`src/rtl/fetch_buffer_if.sv`:
```
// ---------------------------------------------------------------------------
// fetch_buffer_if
//   Instruction-memory request channel between the fetch buffer (master) and
//   instruction memory (slave). At most one request is outstanding. The
//   master holds imem_valid/imem_addr stable until a cycle with
//   imem_ready=1, and imem_rdata is valid in that same cycle.
//
//   imem_valid  master->slave  request valid
//   imem_addr   master->slave  word address of the request (bits[1:0]==0)
//   imem_ready  slave->master  request completes this cycle
//   imem_rdata  slave->master  returned instruction word
// ---------------------------------------------------------------------------
interface fetch_buffer_if;
  logic        imem_valid;
  logic [31:0] imem_addr;
  logic        imem_ready;
  logic [31:0] imem_rdata;

  modport master (
    output imem_valid,
    output imem_addr,
    input  imem_ready,
    input  imem_rdata
  );

  modport slave (
    input  imem_valid,
    input  imem_addr,
    output imem_ready,
    output imem_rdata
  );
endinterface

```
`src/rtl/fetch_buffer.sv`:
```
// ---------------------------------------------------------------------------
// fetch_buffer
//   Instruction fetch / prefetch stage in front of the decoder. Issues
//   sequential word reads to instruction memory (one outstanding request),
//   stores returned words with their PCs in a DEPTH-entry FIFO and presents
//   the FIFO head to the decoder. A redirect from execute flushes the FIFO
//   and restarts fetch at the new target; a response that is in flight at
//   the time of the redirect is dropped.
//
// Parameters
//   DEPTH     FIFO entries (power of two, >= 2)
//   RESET_PC  first fetch address after reset
//
// Ports
//   clock          rising-edge clock
//   reset          synchronous, active-low reset
//   imem           instruction-memory request channel (master side)
//   redirect       flush and restart fetch at redirect_addr
//   redirect_addr  new PC; bits[1:0] are ignored
//   stall          decoder is not accepting the head this cycle
//   instr_valid    head entry valid
//   instr          head instruction, nop (32'h00000013) when not valid
//   pc             head PC, 0 when not valid
// ---------------------------------------------------------------------------
module fetch_buffer #(
  parameter int unsigned DEPTH    = 4,
  parameter logic [31:0] RESET_PC = 32'h0
) (
  input  logic                clock,
  input  logic                reset,
  fetch_buffer_if.master      imem,
  input  logic                redirect,
  input  logic [31:0]         redirect_addr,
  input  logic                stall,
  output logic                instr_valid,
  output logic [31:0]         instr,
  output logic [31:0]         pc
);

  localparam int unsigned PTR_W = $clog2(DEPTH);
  localparam int unsigned CNT_W = PTR_W + 1;
  localparam logic [31:0] NOP   = 32'h0000_0013;

  // IDLE: nothing outstanding. REQ: outstanding, response will be kept.
  // KILL: outstanding, response belongs to a flushed stream and is dropped.
  typedef enum logic [1:0] {
    IDLE = 2'd0,
    REQ  = 2'd1,
    KILL = 2'd2
  } state_t;

  typedef struct packed {
    logic [31:0] pc;
    logic [31:0] instr;
  } entry_t;

  state_t           state, state_next;
  logic [31:0]      fetch_pc;
  logic [31:0]      target_pc;
  logic [PTR_W-1:0] rd_ptr, wr_ptr;
  logic [CNT_W-1:0] count, count_next;
  entry_t           fifo_mem [DEPTH];
  entry_t           head;

  logic             push;
  logic             pop;
  logic             room;
  logic             issue;
  logic [31:0]      issue_addr;

  // Low address bits of the redirect target are discarded by design.
  logic             unused_redirect_bits;
  assign unused_redirect_bits = ^redirect_addr[1:0];

  assign target_pc = {redirect_addr[31:2], 2'b00};

  // The head is only consumed when the decoder takes it and no flush is
  // happening; a redirect wins over both stall and the normal pop.
  assign pop = instr_valid && !stall && !redirect;

  // Occupancy after this cycle's push/pop/flush. Issue is allowed only if
  // that leaves room, so the returned word always has a slot waiting.
  always_comb begin
    // NOTE: every combinational output gets a default first so no path
    // leaves it unassigned; otherwise a latch would be inferred.
    count_next = count;
    if (redirect) begin
      count_next = '0;
    end else begin
      unique case ({push, pop})
        2'b10:   count_next = count + CNT_W'(1);
        2'b01:   count_next = count - CNT_W'(1);
        default: count_next = count;
      endcase
    end
  end

  assign room = (count_next < CNT_W'(DEPTH));

  // -------------------------------------------------------------------------
  // FSM: state register
  // -------------------------------------------------------------------------
  always_ff @(posedge clock) begin
    // NOTE: sequential state uses non-blocking assignments so every register
    // samples the pre-edge values, independent of statement order.
    if (!reset) begin
      state <= IDLE;
    end else begin
      state <= state_next;
    end
  end

  // -------------------------------------------------------------------------
  // FSM: next-state logic
  // -------------------------------------------------------------------------
  always_comb begin
    state_next = state;
    unique case (state)
      IDLE: begin
        if (redirect || room) state_next = REQ;
      end
      REQ: begin
        if (redirect) begin
          // Completing now: drop the word and go straight to the target.
          // Still waiting: the eventual response must be discarded.
          state_next = imem.imem_ready ? REQ : KILL;
        end else if (imem.imem_ready) begin
          state_next = room ? REQ : IDLE;
        end
      end
      KILL: begin
        // A redirect here only retargets fetch_pc; the stale request is
        // still outstanding and must finish first.
        if (!redirect && imem.imem_ready) state_next = REQ;
      end
      default: state_next = IDLE;
    endcase
  end

  // -------------------------------------------------------------------------
  // FSM: outputs (push into FIFO, issue of a new request and its address)
  // -------------------------------------------------------------------------
  always_comb begin
    push       = 1'b0;
    issue      = 1'b0;
    issue_addr = redirect ? target_pc : fetch_pc;
    unique case (state)
      IDLE: begin
        issue = redirect || room;
      end
      REQ: begin
        if (imem.imem_ready) begin
          push  = !redirect;
          issue = redirect || room;
        end
      end
      KILL: begin
        issue = !redirect && imem.imem_ready;
      end
      default: begin
        push  = 1'b0;
        issue = 1'b0;
      end
    endcase
  end

  // -------------------------------------------------------------------------
  // Request registers, fetch PC and FIFO pointers
  // -------------------------------------------------------------------------
  always_ff @(posedge clock) begin
    if (!reset) begin
      imem.imem_valid <= 1'b0;
      imem.imem_addr  <= 32'h0;
      fetch_pc        <= RESET_PC;
      rd_ptr          <= '0;
      wr_ptr          <= '0;
      count           <= '0;
    end else begin
      // A request is outstanding exactly when the FSM is not IDLE; the
      // address only moves on issue, so it holds while a request pends.
      imem.imem_valid <= (state_next != IDLE);
      if (issue) begin
        imem.imem_addr <= issue_addr;
        fetch_pc       <= issue_addr + 32'd4;
      end else if (redirect) begin
        fetch_pc <= target_pc;
      end

      count <= count_next;
      if (redirect) begin
        rd_ptr <= '0;
        wr_ptr <= '0;
      end else begin
        if (push) wr_ptr <= wr_ptr + PTR_W'(1);
        if (pop)  rd_ptr <= rd_ptr + PTR_W'(1);
      end
    end
  end

  // NOTE: the FIFO storage has no reset; validity is carried entirely by
  // count, so stale contents are never observable.
  always_ff @(posedge clock) begin
    if (push) begin
      fifo_mem[wr_ptr] <= '{pc: imem.imem_addr, instr: imem.imem_rdata};
    end
  end

  // -------------------------------------------------------------------------
  // Decoder-side outputs: registered head, no bypass from imem_rdata.
  // -------------------------------------------------------------------------
  assign head        = fifo_mem[rd_ptr];
  assign instr_valid = (count != '0);
  assign instr       = instr_valid ? head.instr : NOP;
  assign pc          = instr_valid ? head.pc    : 32'h0;

endmodule

```
`src/flat_wrapper.sv`:
```
// flat-port wrapper written by rule: the top's interface ports become plain ports
module fetch_buffer_flat 
#(
  parameter int unsigned DEPTH    = 4,
  parameter logic [31:0] RESET_PC = 32'h0
)
  (clock, reset, redirect, redirect_addr, stall, instr_valid, instr, pc, imem_imem_valid, imem_imem_addr, imem_imem_ready, imem_imem_rdata);
  fetch_buffer_if imem_i ();
  input  logic clock;
  input  logic reset;
  input  logic redirect;
  input  logic [31:0] redirect_addr;
  input  logic stall;
  output logic instr_valid;
  output logic [31:0] instr;
  output logic [31:0] pc;
  output wire logic [$bits(imem_i.imem_valid)-1:0] imem_imem_valid;
  output wire logic [$bits(imem_i.imem_addr)-1:0] imem_imem_addr;
  input wire logic [$bits(imem_i.imem_ready)-1:0] imem_imem_ready;
  input wire logic [$bits(imem_i.imem_rdata)-1:0] imem_imem_rdata;
  assign imem_imem_valid = imem_i.imem_valid;
  assign imem_imem_addr = imem_i.imem_addr;
  assign imem_i.imem_ready = imem_imem_ready;
  assign imem_i.imem_rdata = imem_imem_rdata;
  fetch_buffer #(.DEPTH(DEPTH), .RESET_PC(RESET_PC)) u_core (.clock(clock), .reset(reset), .imem(imem_i), .redirect(redirect), .redirect_addr(redirect_addr), .stall(stall), .instr_valid(instr_valid), .instr(instr), .pc(pc));
endmodule
```
`config.mk`:
```
export PLATFORM = sky130hd
export DESIGN_NAME = fetch_buffer_flat
export DESIGN_NICKNAME = d
export VERILOG_FILES = /design/src/rtl/fetch_buffer_if.sv /design/src/rtl/fetch_buffer.sv /design/src/flat_wrapper.sv
export SDC_FILE = /design/constraint.sdc
export NUM_CORES = 1
export LEC_CHECK = 0
export CORE_MARGIN = 5
export CORE_UTILIZATION = 60
export CTS_BUF_LIST = sky130_fd_sc_hd__clkbuf_4 sky130_fd_sc_hd__clkbuf_8 sky130_fd_sc_hd__clkbuf_16
export CTS_CLUSTER_DIAMETER = 40
export DETAILED_ROUTE_END_ITERATION = 8
export GPL_TIMING_DRIVEN = 1
export PLACE_DENSITY = 0.87
export SETUP_SLACK_MARGIN = 0.1
export SKIP_LAST_GASP = 1
export SLEW_MARGIN = 5
export SYNTH_ARGS = -nofsm -noshare
export SYNTH_HDL_FRONTEND = slang
export SYNTH_SLANG_ARGS = --single-unit
```
`constraint.sdc`:
```
create_clock -name clock -period 7.88 [get_ports clock]
set_input_delay 1.576 -clock clock [delete_from_list [all_inputs] [get_ports clock]]
set_output_delay 1.576 -clock clock [all_outputs]
set_load 0.01 [all_outputs]
```
# Word-level counts from Yosys, hierarchy flattened
# Memories as Yosys holds them, arrays and structs flattened. A register that Yosys moved wholly into a read port is not among the register bits.
# Cells that the tools add are included.
# word_totals
register_bits	74
latchBits	0
mem_bits_rw	256
romBits	0
in_bits	69
out_inout_bits	98
word_cells	50
memories	1
# classes
add_sub_neg	5
n_mul	0
div	0
order_cmp	1
n_eq_ne	4
n_shift	0
n_mux	21
bitwise	1
n_reduce_logical	10
# mem_list
name	depth	word_bits	rd	rd_clocked_by_memory_dff	wr	line	text
u_core.fifo_mem	4	64	1	1	1	fetch_buffer.sv:62	entry_t fifo_mem [DEPTH];
# ops
op	n
two-way mux 32 bit	4
adder 32 x 3 -> 32 bit (second input constant)	1
two-way mux 2 bit	7
two-way mux 1 bit	6
one-hot mux 2 bit (3 select lines)	1
one-hot mux 3 bit (2 select lines)	1
adder 2 x 1 -> 2 bit (second input constant)	2
equality test 2 x 1 -> 1 bit (second input constant)	2
equality test 2 bit (second input constant)	2
adder 3 x 1 -> 3 bit (second input constant)	1
logical AND 1 bit	3
less-than comparator 3 bit (second input constant)	1
two-way mux 3 bit	1
one-hot mux 1 bit (3 select lines)	1
nonzero test 3 bit	1
subtractor 3 x 1 -> 3 bit (second input constant)	1
zero test 1 bit	2
zero test 2 bit	1
nonzero test 2 bit	1
OR reduction 2 bit	1
logical OR 1 bit	1
NOT 1 bit	1

# Logic depth before layout (Yosys ltp)
# logic_depth
ltp_word	12
mapped_depth	15
depth_no_buf	10

# Worst setup path after synthesis
# No wires, ideal clock.
# synth_path
path_type	input-to-reg
startpoint	input port redirect
endpoint	register u_core.fetch_pc[26]
setup_ns	0.132
arrival_ns	4.495
required_time_ns	7.748
slack_ns	3.253
path_stages	15
n_path_buf	7
path_cell_list	buf_6 buf_6 buf_4 buf_2 buf_2 nor3_1 ha_1 fa_1 xnor2_1 mux2i_1 buf_2 nand4_4 buf_2 nor4_1 nor3_1
# synth_via
elab_cells_between_ends	16
cone_classes	1 x add/sub; 1 x order compare; 2 x eq/ne; 8 x mux; 4 x reduce/logical
# synth_lines
element	line	text
start: declaration	flat_wrapper.sv:11	input logic redirect;
zero test 1 bit (*)	fetch_buffer.sv:79	assign pop = instr_valid && !stall && !redirect;
logical AND 1 bit (*)	fetch_buffer.sv:79	
net u_core.pop	fetch_buffer.sv:66	logic pop;
equality test 2 x 1 -> 1 bit or equality test 2 bit (tied branches)	fetch_buffer.sv:90	unique case ({push, pop})
one-hot mux 3 bit (2 select lines) (*)	fetch_buffer.sv:90	
two-way mux 3 bit (*)	fetch_buffer.sv:87	if (redirect) begin
less-than comparator 3 bit (*)	fetch_buffer.sv:98	assign room = (count_next < CNT_W'(DEPTH));
logical OR 1 bit (*)	fetch_buffer.sv:149, fetch_buffer.sv:154	
two-way mux 1 bit	fetch_buffer.sv:152	if (imem.imem_ready) begin
one-hot mux 1 bit (3 select lines) (*)	fetch_buffer.sv:147	unique case (state)
two-way mux 32 bit (*)	fetch_buffer.sv:182	if (issue) begin
end signal: assignment	fetch_buffer.sv:184	fetch_pc <= issue_addr + 32'd4;
end signal: assignment	fetch_buffer.sv:186	fetch_pc <= target_pc;
end: declaration	fetch_buffer.sv:58	logic [31:0] fetch_pc;
# Mark *: on every way through the listed nets, which the timed path passes. The rest lies on a longest branch.
# A chain may end at the register's enable or synchronous reset.

# Worst setup path after layout
# layout_path
startpoint	input port imem_imem_ready
endpoint	register u_core.imem.imem_addr[13]
# layout_via
elab_chain_cells	9
elab_cells_between_ends	11
cone_classes	1 x order compare; 2 x eq/ne; 6 x mux; 2 x reduce/logical
# layout_rtl
element	line	text
start: declaration	flat_wrapper.sv:19	input wire logic [$bits(imem_i.imem_ready)-1:0] imem_imem_ready;
two-way mux 1 bit	fetch_buffer.sv:152	
two-way mux 1 bit	fetch_buffer.sv:147	
equality test 2 x 1 -> 1 bit or equality test 2 bit (tied branches)	fetch_buffer.sv:90	
one-hot mux 3 bit (2 select lines)	fetch_buffer.sv:90	
two-way mux 3 bit	fetch_buffer.sv:87	
less-than comparator 3 bit	fetch_buffer.sv:98	
logical OR 1 bit	fetch_buffer.sv:149, fetch_buffer.sv:154	
two-way mux 1 bit	fetch_buffer.sv:152	
one-hot mux 1 bit (3 select lines) (*)	fetch_buffer.sv:147	
end signal: assignment	fetch_buffer.sv:183	imem.imem_addr <= issue_addr;
end: declaration	fetch_buffer_if.sv:21	output imem_addr,
# Every way passes the cells marked *; elsewhere a longest branch is shown, timed or not.

==> reports/results.ini <==
[outcome]
status=finished clean

[yosys]
ys_types=50
syn_inst=823
ys_ff_latch=332
yosysTopAreaCell=edfxtp_1
syn_avg_cell_area_sq_um=16.3
synthMostInstantiatedCell=edfxtp_1
synth_area_leaders=edfxtp_1 57%, dfxtp_1 11%, mux4_2 11%, and2_1 3.1%, mux2i_1 2.2%
synth_edf_count=256
synth_ff_type=edfxtp_1
synthTopCellsByCount=256 x edfxtp_1, 76 x dfxtp_1, 67 x and2_1
async_flop_share_pct=0
ys_seq_area_share_pct=68.6
yosysTopAreaCellShare_pct=57.2
yosys_warnings=0
syn-cell-area_sq_mm=0.0134
syn-num-nets=899

[grt]
grt_antenna_before_repair=0
grt_use_met2_pct=36.9
grtUsageTotal_pct=22.3
grt_first_pass_wirelength_mm=45.3
grt-busiest-layer=met2
grt_max_degree=65
grt_pass1_vias=8246
grt-ovfl-total=0
grtUsageMet3_pct=4.43
grt_use_met1_pct=31.1

[place]
dp_hpwl_mm=16.9
dpl_cell_area_sq_mm=0.0153
portBuffers=164
routabilityCongestion=0.843

[finish]
syn_to_final_growth_pct=24.3
stdcell_area_sq_mm=0.0167
drive_gt1_share_pct=16.7
final.fill_count=1247
num_antenna_cells=0
fin_nets=1065

[setup_path]
critPathRequiredTime_ns=8.29
path_max_fanout=62
path_class=in -> reg
crit_path_start_kind=primary input
max_stage_delay_ns=0.90
cp_slowest_cell=and2_2
arrival_ns=5.98
crit_chain=clkdlybuf4s50_1 > nand2b_1 > nor3b_1 > inv_1 > ha_1 > fa_1 > xnor2_1 > mux2i_1 > buf_4 > and2_2 > nor2_1 > a211oi_1
cp-end-kind=flop

[route]
dr_total_vias=7935
routedWlPerCell_um=21.8
firstDrtPassIters=6
wl_mm=28.3
via_per_inst=6.10
drt_iter0_markers=601
ant_nets=0
drc=0

[die]
fp.dieW_um=160
core-area_sq_mm=0.0220
rows=54
start_util_pct=61.2
die_area_sq_mm=0.0255
die_h_um=160
io_pins=167

[power]
vdd_ir_drop_max_uv=182
power_leakage_uw=0.00564
power_density_mw_per_mm2=246

[timing]
setup_tns_ns=0
tightestPinTransition_ns=1.08
skew_ns=0.0103
min_period_ns=5.57
finalHoldViolCount=0
fin_crit_sh_pct=70.7
grt_setup_unrepaired=no
finalSetupViolCount=0
slew_viol_final=0
fmax_ghz=0.180
relSlewSlack_pct=27.8

[clock_network]
cts_tree=done
cts_buffer_depth=3
cts_resized=0
clock_sinks=332
holdBufCountCts=0
cts_setup_buffers=0
cts_made_buffers=41
clkTransAtPathRegs_ns=0.06
root_buffer=clkbuf_16
clock_latency_ns=0.51
cts.htree.levels=2

[min_path]
min_path_type=reg -> reg

[flow_run]
cap_viol_max_count=0

area by class of cell:
class | count | area, sq um | area share (%)
flip-flops and latches | 332 | 9220 | 55.2
multi-input cells | 434 | 3970 | 23.8
repair buffers | 171 | 1690 | 10.1
well taps | 280 | 350 | 2.10
clock buffers | 47 | 1110 | 6.66
inverters | 9 | 33.8 | 0.202
clock inverters | 28 | 320 | 1.92
state kept, by name, summed over array words and instances (netlist names), named ones only:
name,count
u_core.wr_ptr,2
u_core.fetch_pc,32
u_core.state,2
u_core.fifo_mem,256
u_core.rd_ptr,2
u_core.count,3
u_core.imem.imem_addr,32
u_core.imem.imem_valid,1
final timing paths:
kind / to / cells past startpoint / start / slack (ns)
max: u_core.imem.imem_addr[13]$_SDFFE_PN0N_ / 12 / imem_imem_ready / 2.31
min: u_core.fetch_pc[1]$_SDFF_PN0_ / 1 / u_core.fetch_pc[1]$_SDFF_PN0_ / 0.51
max reg2reg: u_core.imem.imem_addr[13]$_SDFFE_PN0N_ / 10 / u_core.state[0]$_SDFF_PN0_ / 3.62
min reg2reg: u_core.fetch_pc[1]$_SDFF_PN0_ / 1 / u_core.fetch_pc[1]$_SDFF_PN0_ / 0.51
cell usage in the layout, fill, tap and decap left out, drive strengths merged, types with 8 or more instances in the layout:
master         count
edfxtp           256
clkdlybuf4s50    163
dfxtp             76
and2              67
mux4              64
nor2              60
clkbuf            47
mux2i             30
a211oi            28
nor3              26
inv               18
nand2             14
nor4              13
nand4             13
clkinv            12
xnor2             11
nand3             11
a21oi              9
o31a               9
buf                8
logic make-up after synthesis:
group / after synthesis / share of synthesized area, %
muxes: 99 / 13.4
DFF: 332 / 68.6
adders and majority gates: 7 / 0.708
xor gates and xnor gates: 14 / 0.913
AOI/OAI and AO/OA: 77 / 4.51
and+or+nand+nor: 237 / 9.98
buffers and inverters: 57 / 1.94
where the power goes:
group	internal, uW	total, uW	switching [uW]
Sequential	1930	1970	41.7
Combinational	115	228	113
Clock	1170	1910	736
metrics by stage:
stage / hold WS (ns) / total power [uW] / setup slack, ns / instances / utilization (%)
floorplan: 0.462 / 2110 / 3.25 / 823 / -
global placement: 0.475 / 2220 / 2.14 / 1226 / 69.5
detailed placement: 0.484 / 2230 / 1.93 / 1226 / 69.5
CTS: 0.504 / 4140 / 2.36 / 1301 / 76.0
global route: 0.530 / 4260 / 2.05 / 1301 / 76.0
finish: 0.508 / 4110 / 2.31 / 1301 / 76.0
worst max-delay path, delay by kind of cell:
family | cells | cell delay, ns
buffers and inverters | 3 | 0.87
XOR/XNOR | 1 | 0.29
AO/OA/AOI/OAI | 1 | 0.30
multiplexers | 1 | 0.23
AND/OR/NAND/NOR | 4 | 2.02
adder cells (fa/ha/maj) | 2 | 0.68
routing by layer:
metal	part of all wire (%)	vias to the layer above	wire length, um
met3	7.1	41	2010
met4	1.6	0	441
met5	0	-	0
met2	50	339	14200
li1	-	3575	-
met1	41	3980	11700
No activity file was read; power rests on OpenSTA's default activity.
